$ cat config.mk
export PLATFORM = sky130hd
export DESIGN_NAME = lcd_tx_arbiter_flat
export DESIGN_NICKNAME = d
export VERILOG_FILES = /design/src/rtl/lcd_tx_arbiter_if.sv /design/src/rtl/lcd_tx_arbiter.sv /design/src/flat_wrapper.sv
export SDC_FILE = /design/constraint.sdc
export NUM_CORES = 1
export LEC_CHECK = 0
export BUFFER_PORTS_ARGS = -buffer_cell sky130_fd_sc_hd__buf_2
export CAP_MARGIN = 0
export CORE_ASPECT_RATIO = 1.2
export CORE_MARGIN = 8
export CORE_UTILIZATION = 52
export DETAILED_ROUTE_END_ITERATION = 6
export HOLD_SLACK_MARGIN = 0.1
export PLACE_DENSITY = 0.79
export SLEW_MARGIN = 20
export SYNTH_ARGS = -nofsm -noshare
export SYNTH_HDL_FRONTEND = slang
export SYNTH_SLANG_ARGS = --single-unit
export TNS_END_PERCENT = 1
$ cat constraint.sdc
create_clock -name clk -period 2.15 [get_ports clk]
set_input_delay 0.215 -clock clk [delete_from_list [all_inputs] [get_ports clk]]
set_output_delay 0.215 -clock clk [all_outputs]
set_load 0.05 [all_outputs]
$ cat src/rtl/lcd_tx_arbiter_if.sv
// Requester and transmitter signals of the shared LCD byte transmitter.
// The arbiter takes the slave view, sources and transmitter the master view.
interface lcd_tx_arbiter_if #(
  parameter int NREQ = 2
);
  logic [NREQ-1:0]   req_valid;
  logic [8*NREQ-1:0] req_data;
  logic [NREQ-1:0]   req_cd;
  logic [NREQ-1:0]   req_last;
  logic [NREQ-1:0]   req_ready;
  logic [7:0]        tx_data;
  logic              tx_cd;
  logic              tx_start;
  logic              tx_done;
  logic [NREQ-1:0]   gnt;
  logic              busy;
  logic              err;

  modport slave (
    input  req_valid, req_data, req_cd, req_last, tx_done,
    output req_ready, tx_data, tx_cd, tx_start, gnt, busy, err
  );

  modport master (
    output req_valid, req_data, req_cd, req_last, tx_done,
    input  req_ready, tx_data, tx_cd, tx_start, gnt, busy, err
  );
endinterface

$ cat src/rtl/lcd_tx_arbiter.sv
// Round-robin arbiter sharing one LCD byte transmitter between NREQ sources,
// with burst locking and transmit/lock timeouts.
module lcd_tx_arbiter #(
  parameter int NREQ    = 2,
  parameter int TIMEOUT = 4095
) (
  input logic clk,
  input logic rst,
  lcd_tx_arbiter_if.slave arb_io
);
  localparam int CW = $clog2(TIMEOUT + 1);
  localparam int IW = (NREQ > 1) ? $clog2(NREQ) : 1;

  typedef enum logic [1:0] {IDLE, SEND, GAP, LOCK} state_t;

  state_t          state_q, state_d;
  logic [IW-1:0]   rr_q, rr_d;
  logic [CW-1:0]   cnt_q, cnt_d;
  logic            lock_q, lock_d;
  logic            last_q, last_d;
  logic            err_q, err_d;
  logic            start_q, start_d;
  logic [NREQ-1:0] ready_q, ready_d;
  logic [NREQ-1:0] gnt_q, gnt_d;
  logic [7:0]      data_q, data_d;
  logic            cd_q, cd_d;

  logic            win_ok;
  logic [IW-1:0]   win;
  logic [IW-1:0]   sel;
  logic [CW-1:0]   cnt_inc;
  logic            cnt_end;

  // Highest-priority candidate is rr_q+1, so scan downwards and keep the last hit.
  always_comb begin
    win_ok = 1'b0;
    win    = rr_q;
    for (int k = NREQ; k >= 1; k--) begin
      if (arb_io.req_valid[(int'(rr_q) + k) % NREQ]) begin
        win_ok = 1'b1;
        win    = IW'((int'(rr_q) + k) % NREQ);
      end
    end
  end

  assign sel     = (state_q == LOCK) ? rr_q : win;
  assign cnt_inc = (cnt_q == CW'(TIMEOUT)) ? cnt_q : cnt_q + CW'(1);
  assign cnt_end = (cnt_q >= CW'(TIMEOUT - 1));

  always_comb begin
    state_d = state_q;
    rr_d    = rr_q;
    cnt_d   = cnt_q;
    lock_d  = lock_q;
    last_d  = last_q;
    err_d   = err_q;
    start_d = start_q;
    ready_d = '0;
    gnt_d   = gnt_q;
    data_d  = data_q;
    cd_d    = cd_q;
    unique case (state_q)
      IDLE: begin
        if (win_ok) begin
          data_d     = arb_io.req_data[8*sel +: 8];
          cd_d       = arb_io.req_cd[sel];
          last_d     = arb_io.req_last[sel];
          gnt_d      = '0;
          gnt_d[win] = 1'b1;
          rr_d       = win;
          start_d    = 1'b1;
          cnt_d      = '0;
          state_d    = SEND;
        end
      end
      SEND: begin
        if (arb_io.tx_done) begin
          start_d = 1'b0;
          ready_d = gnt_q;
          lock_d  = ~last_q;
          cnt_d   = '0;
          state_d = GAP;
        end else if (cnt_end) begin
          start_d = 1'b0;
          err_d   = 1'b1;
          lock_d  = 1'b0;
          gnt_d   = '0;
          cnt_d   = '0;
          state_d = IDLE;
        end else begin
          cnt_d = cnt_inc;
        end
      end
      GAP: begin
        cnt_d = '0;
        if (lock_q) begin
          state_d = LOCK;
        end else begin
          gnt_d   = '0;
          state_d = IDLE;
        end
      end
      LOCK: begin
        if (arb_io.req_valid[rr_q]) begin
          data_d  = arb_io.req_data[8*sel +: 8];
          cd_d    = arb_io.req_cd[sel];
          last_d  = arb_io.req_last[sel];
          start_d = 1'b1;
          cnt_d   = '0;
          state_d = SEND;
        end else if (cnt_end) begin
          lock_d  = 1'b0;
          gnt_d   = '0;
          cnt_d   = '0;
          state_d = IDLE;
        end else begin
          cnt_d = cnt_inc;
        end
      end
      default: state_d = IDLE;
    endcase
  end

  always_ff @(posedge clk) begin
    if (rst) begin
      state_q <= IDLE;
      rr_q    <= IW'(NREQ - 1);
      cnt_q   <= '0;
      lock_q  <= 1'b0;
      last_q  <= 1'b0;
      err_q   <= 1'b0;
      start_q <= 1'b0;
      ready_q <= '0;
      gnt_q   <= '0;
      data_q  <= '0;
      cd_q    <= 1'b0;
    end else begin
      state_q <= state_d;
      rr_q    <= rr_d;
      cnt_q   <= cnt_d;
      lock_q  <= lock_d;
      last_q  <= last_d;
      err_q   <= err_d;
      start_q <= start_d;
      ready_q <= ready_d;
      gnt_q   <= gnt_d;
      data_q  <= data_d;
      cd_q    <= cd_d;
    end
  end

  assign arb_io.req_ready = ready_q;
  assign arb_io.tx_data   = data_q;
  assign arb_io.tx_cd     = cd_q;
  assign arb_io.tx_start  = start_q;
  assign arb_io.gnt       = gnt_q;
  assign arb_io.busy      = (state_q != IDLE);
  assign arb_io.err       = err_q;
endmodule
$ cat src/flat_wrapper.sv
// flat-port wrapper written by rule: the top's interface ports become plain ports
module lcd_tx_arbiter_flat 
#(
  parameter int NREQ    = 2,
  parameter int TIMEOUT = 4095
)
  (clk, rst, arb_io_req_valid, arb_io_req_data, arb_io_req_cd, arb_io_req_last, arb_io_tx_done, arb_io_req_ready, arb_io_tx_data, arb_io_tx_cd, arb_io_tx_start, arb_io_gnt, arb_io_busy, arb_io_err);
  lcd_tx_arbiter_if #(.NREQ(NREQ)) arb_io_i ();
  input logic clk;
  input logic rst;
  input wire logic [$bits(arb_io_i.req_valid)-1:0] arb_io_req_valid;
  input wire logic [$bits(arb_io_i.req_data)-1:0] arb_io_req_data;
  input wire logic [$bits(arb_io_i.req_cd)-1:0] arb_io_req_cd;
  input wire logic [$bits(arb_io_i.req_last)-1:0] arb_io_req_last;
  input wire logic [$bits(arb_io_i.tx_done)-1:0] arb_io_tx_done;
  output wire logic [$bits(arb_io_i.req_ready)-1:0] arb_io_req_ready;
  output wire logic [$bits(arb_io_i.tx_data)-1:0] arb_io_tx_data;
  output wire logic [$bits(arb_io_i.tx_cd)-1:0] arb_io_tx_cd;
  output wire logic [$bits(arb_io_i.tx_start)-1:0] arb_io_tx_start;
  output wire logic [$bits(arb_io_i.gnt)-1:0] arb_io_gnt;
  output wire logic [$bits(arb_io_i.busy)-1:0] arb_io_busy;
  output wire logic [$bits(arb_io_i.err)-1:0] arb_io_err;
  assign arb_io_i.req_valid = arb_io_req_valid;
  assign arb_io_i.req_data = arb_io_req_data;
  assign arb_io_i.req_cd = arb_io_req_cd;
  assign arb_io_i.req_last = arb_io_req_last;
  assign arb_io_i.tx_done = arb_io_tx_done;
  assign arb_io_req_ready = arb_io_i.req_ready;
  assign arb_io_tx_data = arb_io_i.tx_data;
  assign arb_io_tx_cd = arb_io_i.tx_cd;
  assign arb_io_tx_start = arb_io_i.tx_start;
  assign arb_io_gnt = arb_io_i.gnt;
  assign arb_io_busy = arb_io_i.busy;
  assign arb_io_err = arb_io_i.err;
  lcd_tx_arbiter #(.NREQ(NREQ), .TIMEOUT(TIMEOUT)) u_core (.clk(clk), .rst(rst), .arb_io(arb_io_i));
endmodule
==> out/summary.txt, run 1 <==
Post-Syn Nets - 227
largest net degree at the start of global routing - 24
Synth top area share - 0.380
Synth Area in Compound Gates - 0.174
DP HPWL - 2.88 mm
unrepaired setup endpoints after global routing - false
Finished Core Util - 0.631
post-synthesis cell count - 195
Adder-Cell Fraction of Synth Area - 0.0520
crit path launch type - flop
CTS resizes - 0
CP cell instances - inv_1 > ha_1 > nor3b_2 > a41oi_1 > nand4_1 > xor2_1 > nor2_1
M1 WL - 1.57 mm
WL met2 - 1.93 mm
Final TNS setup - 0 ns
hold worst-path end - u_core.arb_io.tx_data[7]$_SDFFE_PP0P_
global-route usage over all layers - 0.152
Pins Over Slew Limit - 0
Setup violations, final - 0
Worst Hold Slack - 0.210 ns
Root Buffer - clkbuf_4
Post CTS Setup Buffer Count - 0
ys flop type - dfxtp_1
status - completed
Synthesis Warnings - 0
vias in the first global route - 1,529
Initial DRC Count - 85
area leader, netlist - dfxtp_1
Seq. cell area - 641 µm²
CTS tree - yes
diode count - 0
Post-synth ARST share - 0
Vias - 1,536
effective utilization at floorplan - 0.546
htree depth - 2
die area - 5320 µm²
hold buffers post-CTS - 0
Lkg Pwr - 0.857 nW
total CTS buffers - 5
Post-synth EDFFs - 0
sequential-to-total area share from yosys stat - 0.380
Worst Hold Path Cells - 3
antenna violations before repair - 0
worst r2r src - u_core.state_q[1]$_SDFFE_PP0P_
Synth Area per Inst - 8.64 µm²
crit share post-route - 0.896
largest family of logic cells by synthesized area - simple AND/OR/NAND/NOR gates
post-route antenna net violation count - 0
maximum vdd drop - 538 µV
Max-Cap Viols - 0
Worst-Margin Slew - 0.502 ns
metal3 WL - 229 µm
Multi-input gate area - 951 µm²
Reg clk slew, reported paths - 0.09 ns
# clock sinks - 32
Placer Congestion - 0.859
# rows - 22
synthesis-to-finish area growth - 15.5%
Reg-to-Reg End - u_core.cnt_q[3]$_SDFFE_PP0P_
setup skew after layout - 0.00772 ns
non-filler instance count after layout - 270
Yosys cell types - 40
Worst Hold Class - in -> reg
relative max-transition margin - 0.656
die height - 78.3 µm
Placed Instances - 262
CP Capture Type - flop
first-pass GRT wire length - 6.53 mm
Synth Area in Simple Gates - 0.238
pwr dens - 757 nW/µm²
Worst-Skew Late Latency - 0.33 ns
top sig layer - met4
WL final - 3.78 mm
most common cell after layout, fill and taps aside - buf_2
Fill cells - 283
Vias/cell - 5.69
CP arrival - 2.14 ns
total power - 1.47 mW
core area - 3080 µm²
internal reg-to-reg setup slack - 0.22 ns
R2R cell count - 7
CP max stage delay - 0.49 ns
mux cell area share after synthesis - 0.0721
maximum achievable frequency - 519 MHz
Final #Nets - 265
CP max stage cell - nor3b_2
Tmin final - 1.93 ns
IO Pins - 41
Synth Cell Area - 1680 µm²
Hold Vio Cnt, Final - 0
WS Path Type - reg -> reg
largest cells by area after synthesis - dfxtp_1 38%, mux2i_1 6.5%, a211oi_1 5.8%
Post-Synth XOR/XNOR Area - 0.0260
Die X - 68.0 µm
TritonRoute pass-1 iters - 4
grt ovf - 0
#FFs+latches synth - 32
drt wl/cell - 14.0 µm
most frequent cells in the layout - 40 x buf_2, 32 x dfxtp_1, 26 x nor2_1
critical path peak fanout - 7
min-delay src - arb_io_req_data[7]
fraction of layout cells with a size suffix above 1 - 0.248
PortBufs - 40
WP data required - 2.36 ns
clock buffer depth - 2
Remaining DRCs - 0
cell families after synthesis:
family / count (synthesis)
adders and majority gates: 7
buffers and inverters: 19
and+or+nand+nor: 75
AOI/OAI and AO/OA: 45
DFF: 32
xor gates and xnor gates: 5
muxes: 12
state kept, by name, summed over array words and instances, names as in the netlist:
name,cells
u_core.state_q,2
u_core.arb_io.req_ready,2
u_core.last_q,1
u_core.rr_q,1
u_core.arb_io.tx_cd,1
u_core.arb_io.gnt,2
u_core.lock_q,1
u_core.cnt_q,12
u_core.arb_io.err,1
u_core.arb_io.tx_start,1
u_core.arb_io.tx_data,8
worst max-delay path, delay by kind of cell (launching register included):
family | cells | cell delay [ns]
simple gates | 3 | 0.72
flops | 1 | 0.35
fa+ha+maj | 1 | 0.28
compound gates | 1 | 0.19
xor+xnor | 1 | 0.15
buf+inv | 1 | 0.13
area by class of cell:
| cell class | instances | share of cell area |
|---|---|---|
| Sequential cell | 32 | 0.329 |
| Clock buffer | 8 | 0.0302 |
| Inverter | 7 | 0.0135 |
| Tap cell | 36 | 0.0232 |
| Timing Repair Buffer | 43 | 0.115 |
| Multi-Input combinational cell | 144 | 0.489 |
worst max path at each step:
stage | start | endpoint | slack, ns
global placement | u_core.state_q[1]$_SDFFE_PP0P_ | u_core.cnt_q[3]$_SDFFE_PP0P_ | 0.33
finish | u_core.state_q[1]$_SDFFE_PP0P_ | u_core.cnt_q[3]$_SDFFE_PP0P_ | 0.22
global route | u_core.state_q[1]$_SDFFE_PP0P_ | u_core.cnt_q[3]$_SDFFE_PP0P_ | 0.02
detailed placement | u_core.state_q[1]$_SDFFE_PP0P_ | u_core.cnt_q[3]$_SDFFE_PP0P_ | 0.26
floorplan | u_core.state_q[0]$_SDFFE_PP0P_ | u_core.arb_io.tx_start$_SDFFE_PP0P_ | 0.27
CTS | u_core.state_q[1]$_SDFFE_PP0P_ | u_core.cnt_q[3]$_SDFFE_PP0P_ | 0.24
power breakdown:
| part | switching, mW | internal, mW | total, mW |
|---|---|---|---|
| logic | 0.300 | 0.143 | 0.444 |
| clock network | 0.192 | 0.161 | 0.354 |
| registers | 0.0321 | 0.643 | 0.675 |
synth_stat cells (2+ instances only):
| cell type | n |
|---|---|
| ha_1 | 7 |
| a21oi_1 | 16 |
| o21ai_0 | 6 |
| a41oi_1 | 2 |
| xor2_1 | 4 |
| nor2b_1 | 3 |
| buf_2 | 3 |
| nand2b_1 | 3 |
| nor2_1 | 26 |
| a31oi_1 | 2 |
| nand4_1 | 4 |
| dfxtp_1 | 32 |
| nor3b_1 | 2 |
| nor3_1 | 3 |
| inv_1 | 7 |
| nand2_1 | 10 |
| a211oi_1 | 13 |
| clkbuf_1 | 6 |
| buf_6 | 3 |
| and3_1 | 2 |
| nand3_1 | 9 |
| or4_1 | 2 |
| and4_1 | 3 |
| mux2i_1 | 11 |
metrics by stage:
stage / setup WS [ns] / instance area (µm²)
5_1_grt: 0.0232 / 1940
4_1_cts: 0.244 / 1940
3_3_place_gp: 0.328 / 1890
2_1_floorplan: 0.274 / 1680
3_5_place_dp: 0.264 / 1890
6_report: 0.223 / 1940
metal layers:
layer / up-vias / track usage
li1: 776 / -
met1: 712 / 0.159
met2: 42 / 0.263
met3: 6 / 0.0597
met4: 0 / 0.0534
met5: - / 0
Note: power is estimated with default switching activity, not from simulation.
==> inputs of run 2 (changes only) <==
--- a/config.mk
+++ b/config.mk
@@ -5,14 +5,15 @@
 export SDC_FILE = /design/constraint.sdc
 export NUM_CORES = 1
 export LEC_CHECK = 0
+export ABC_AREA = 1
 export BUFFER_PORTS_ARGS = -buffer_cell sky130_fd_sc_hd__buf_2
 export CAP_MARGIN = 0
 export CORE_ASPECT_RATIO = 1.2
 export CORE_MARGIN = 8
-export CORE_UTILIZATION = 52
+export CORE_UTILIZATION = 54
 export DETAILED_ROUTE_END_ITERATION = 6
 export HOLD_SLACK_MARGIN = 0.1
-export PLACE_DENSITY = 0.79
+export PLACE_DENSITY = 0.8
 export SLEW_MARGIN = 20
 export SYNTH_ARGS = -nofsm -noshare
 export SYNTH_HDL_FRONTEND = slang
==> run 2 against run 1 <==
  * Die area increased by 6.0%
  * Sequential power grew 11%
  * First-iteration DRC count increased by 52%
  * Critical path type unchanged
  * Register-to-register slack improved by 0.21 ns
==> out/summary.txt, run 2 <==
fraction of layout cells with a size suffix above 1 - 0.198
clock buffer depth - 2
Worst-Margin Slew - 0.512 ns
pwr dens - 959 nW/µm²
Vias - 1,912
Design Area, Final - 2190 µm²
top cells by count, synth - 87 x nand2_1, 53 x nor2_1, 32 x dfxtp_1
Tmin final - 1.72 ns
Crit path max-delay family - simple AND/OR/NAND/NOR gates
Post-synth EDFFs - 0
Post-Syn Nets - 328
Synthesis Warnings - 0
Seq. cell area - 641 µm²
DP HPWL - 3.50 mm
most frequent cells in the layout - 87 x nand2_1, 53 x nor2_1, 40 x buf_2
ys flop type - dfxtp_1
Final TNS setup - 0 ns
PortBufs - 40
Lkg Pwr - 1.07 nW
Root Buffer - clkbuf_8
WS Path Type - reg -> reg
Post CTS Setup Buffer Count - 0
largest cells by area after synthesis - dfxtp_1 34%, nand2_1 17%, nor2_1 11%
Worst Hold Class - in -> reg
area leader, netlist - dfxtp_1
total power - 2.10 mW
CP cell instances - inv_1 > ha_1 > nand3_4 > nand2_4 > nor2_4 > inv_2 > nor2_1 > nor2_1
antenna violations before repair - 0
synthesis-to-finish area growth - 16.1%
unrepaired setup endpoints after global routing - false
Reg clk slew, reported paths - 0.07 ns
Setup violations, final - 0
vias in the first global route - 1,868
grt met3 use - 0.0530
#FFs+latches synth - 32
first-pass GRT wire length - 7.77 mm
Pins Over Slew Limit - 0
CP max stage delay - 0.39 ns
grt ovf - 0
global-route usage over all layers - 0.163
Max-Cap Viols - 0
# rows - 23
WL final - 4.51 mm
die area - 5640 µm²
maximum vdd drop - 805 µV
core area - 3340 µm²
total CTS buffers - 5
Synth Cell Area - 1880 µm²
Post-synth ARST share - 0
Initial DRC Count - 129
number of flip-flops in the largest register - 12
met1 usage - 0.181
most frequent CP cell - nor2_1
most common cell after layout, fill and taps aside - nand2_1
Worst-Skew Late Latency - 0.29 ns
CP arrival - 1.90 ns
post-synthesis cell count - 296
CTS tree - yes
Remaining DRCs - 0
GR Util met2 - 0.279
Synth top area share - 0.340
hold buffers post-CTS - 0
status - completed
CTS resizes - 0
Fill cells - 319
Multi-input gate area - 1090 µm²
relative max-transition margin - 0.656
sequential-to-total area share from yosys stat - 0.340
Final #Nets - 370
effective utilization at floorplan - 0.564
CP max stage cell - dfxtp_1
IO Pins - 41
diode count - 0
Yosys cell types - 22
largest net degree at the start of global routing - 20
Worst Hold Slack - 0.206 ns
maximum achievable frequency - 583 MHz
die height - 80.7 µm
GRT busiest layer - met2
htree depth - 2
Cell Area, Placed - 2090 µm²
critical path peak fanout - 14
crit path launch type - flop
Vias/cell - 5.09
register with the most flip-flops - u_core.cnt_q
Placer Congestion - 0.897
# clock sinks - 32
setup skew after layout - 0.00594 ns
TritonRoute pass-1 iters - 4
crit share post-route - 0.798
Worst Path Buf+Inv - 2
drt wl/cell - 12.0 µm
post-route antenna net violation count - 0
Die X - 69.9 µm
CP Capture Type - flop
Hold Vio Cnt, Final - 0
Synth Area per Inst - 6.37 µm²
count leader, synth - nand2_1
WP data required - 2.34 ns
run 2: cell types whose count changed after synthesis, moves of 11 or more:
cell / before / now
a211oi_1: 13 / 0
inv_1: 7 / 27
mux2i_1: 11 / 0
nand2_1: 10 / 87
nand3_1: 9 / 31
nor2_1: 26 / 53
o21ai_0: 6 / 17
run 2: logic make-up after synthesis:
group,count (synthesis),synth area share
AO/OA/AOI/OAI,31,0.0850
buffers and inverters,37,0.0830
adder cells (fa/ha/maj),7,0.0465
flip-flops,32,0.340
AND/OR/NAND/NOR,189,0.446
run 2: cell type report:
class,instances,share of cell area
multi-input cells,227,0.497
flip-flops and latches,32,0.293
repair buffers,40,0.0915
inverters,32,0.0549
clock buffers,5,0.0315
well taps,37,0.0212
clock inverters,3,0.0109
run 2: where the power goes:
| part | total (mW) | leakage [nW] | internal (mW) | switching [mW] |
|---|---|---|---|---|
| Clock | 0.475 | 0.0404 | 0.229 | 0.246 |
| Sequential | 0.747 | 0.262 | 0.685 | 0.0613 |
| Combinational | 0.875 | 0.771 | 0.231 | 0.644 |
| Total | 2.10 | 1.07 | 1.15 | 0.952 |
run 2: metrics by stage:
| step | util | std cells | setup slack (ns) |
|---|---|---|---|
| CTS | 0.655 | 376 | 0.458 |
| detailed placement | 0.627 | 368 | 0.478 |
| finish | 0.655 | 376 | 0.434 |
| global route | 0.655 | 376 | 0.245 |
| floorplan | - | 296 | 0.712 |
| global placement | 0.627 | 368 | 0.486 |
run 2: final timing paths:
path	from	to	slack (ns)	depth (start not counted)
hold reg to reg	u_core.arb_io.err$_SDFFE_PP0P_	u_core.arb_io.err$_SDFFE_PP0P_	0.47	2
setup reg to reg	u_core.state_q[0]$_SDFFE_PP0P_	u_core.arb_io.tx_data[7]$_SDFFE_PP0P_	0.43	8
hold / removal	rst	u_core.cnt_q[11]$_SDFFE_PP0P_	0.21	2
setup / recovery	u_core.state_q[0]$_SDFFE_PP0P_	u_core.arb_io.tx_data[7]$_SDFFE_PP0P_	0.43	8
run 2: worst reg2reg max path, cell delays in order (launching register included):
cell     delay, ns
dfxtp_1       0.39
inv_1         0.11
ha_1          0.27
nand3_4       0.22
nand2_4       0.09
nor2_4        0.23
inv_2         0.14
nor2_1        0.11
nor2_1        0.05
run 2: metal layers:
metal,up-vias,part of all wire
li1,1014,-
met1,836,0.46
met3,4,0.059
met2,58,0.46
met4,0,0.013
met5,-,0
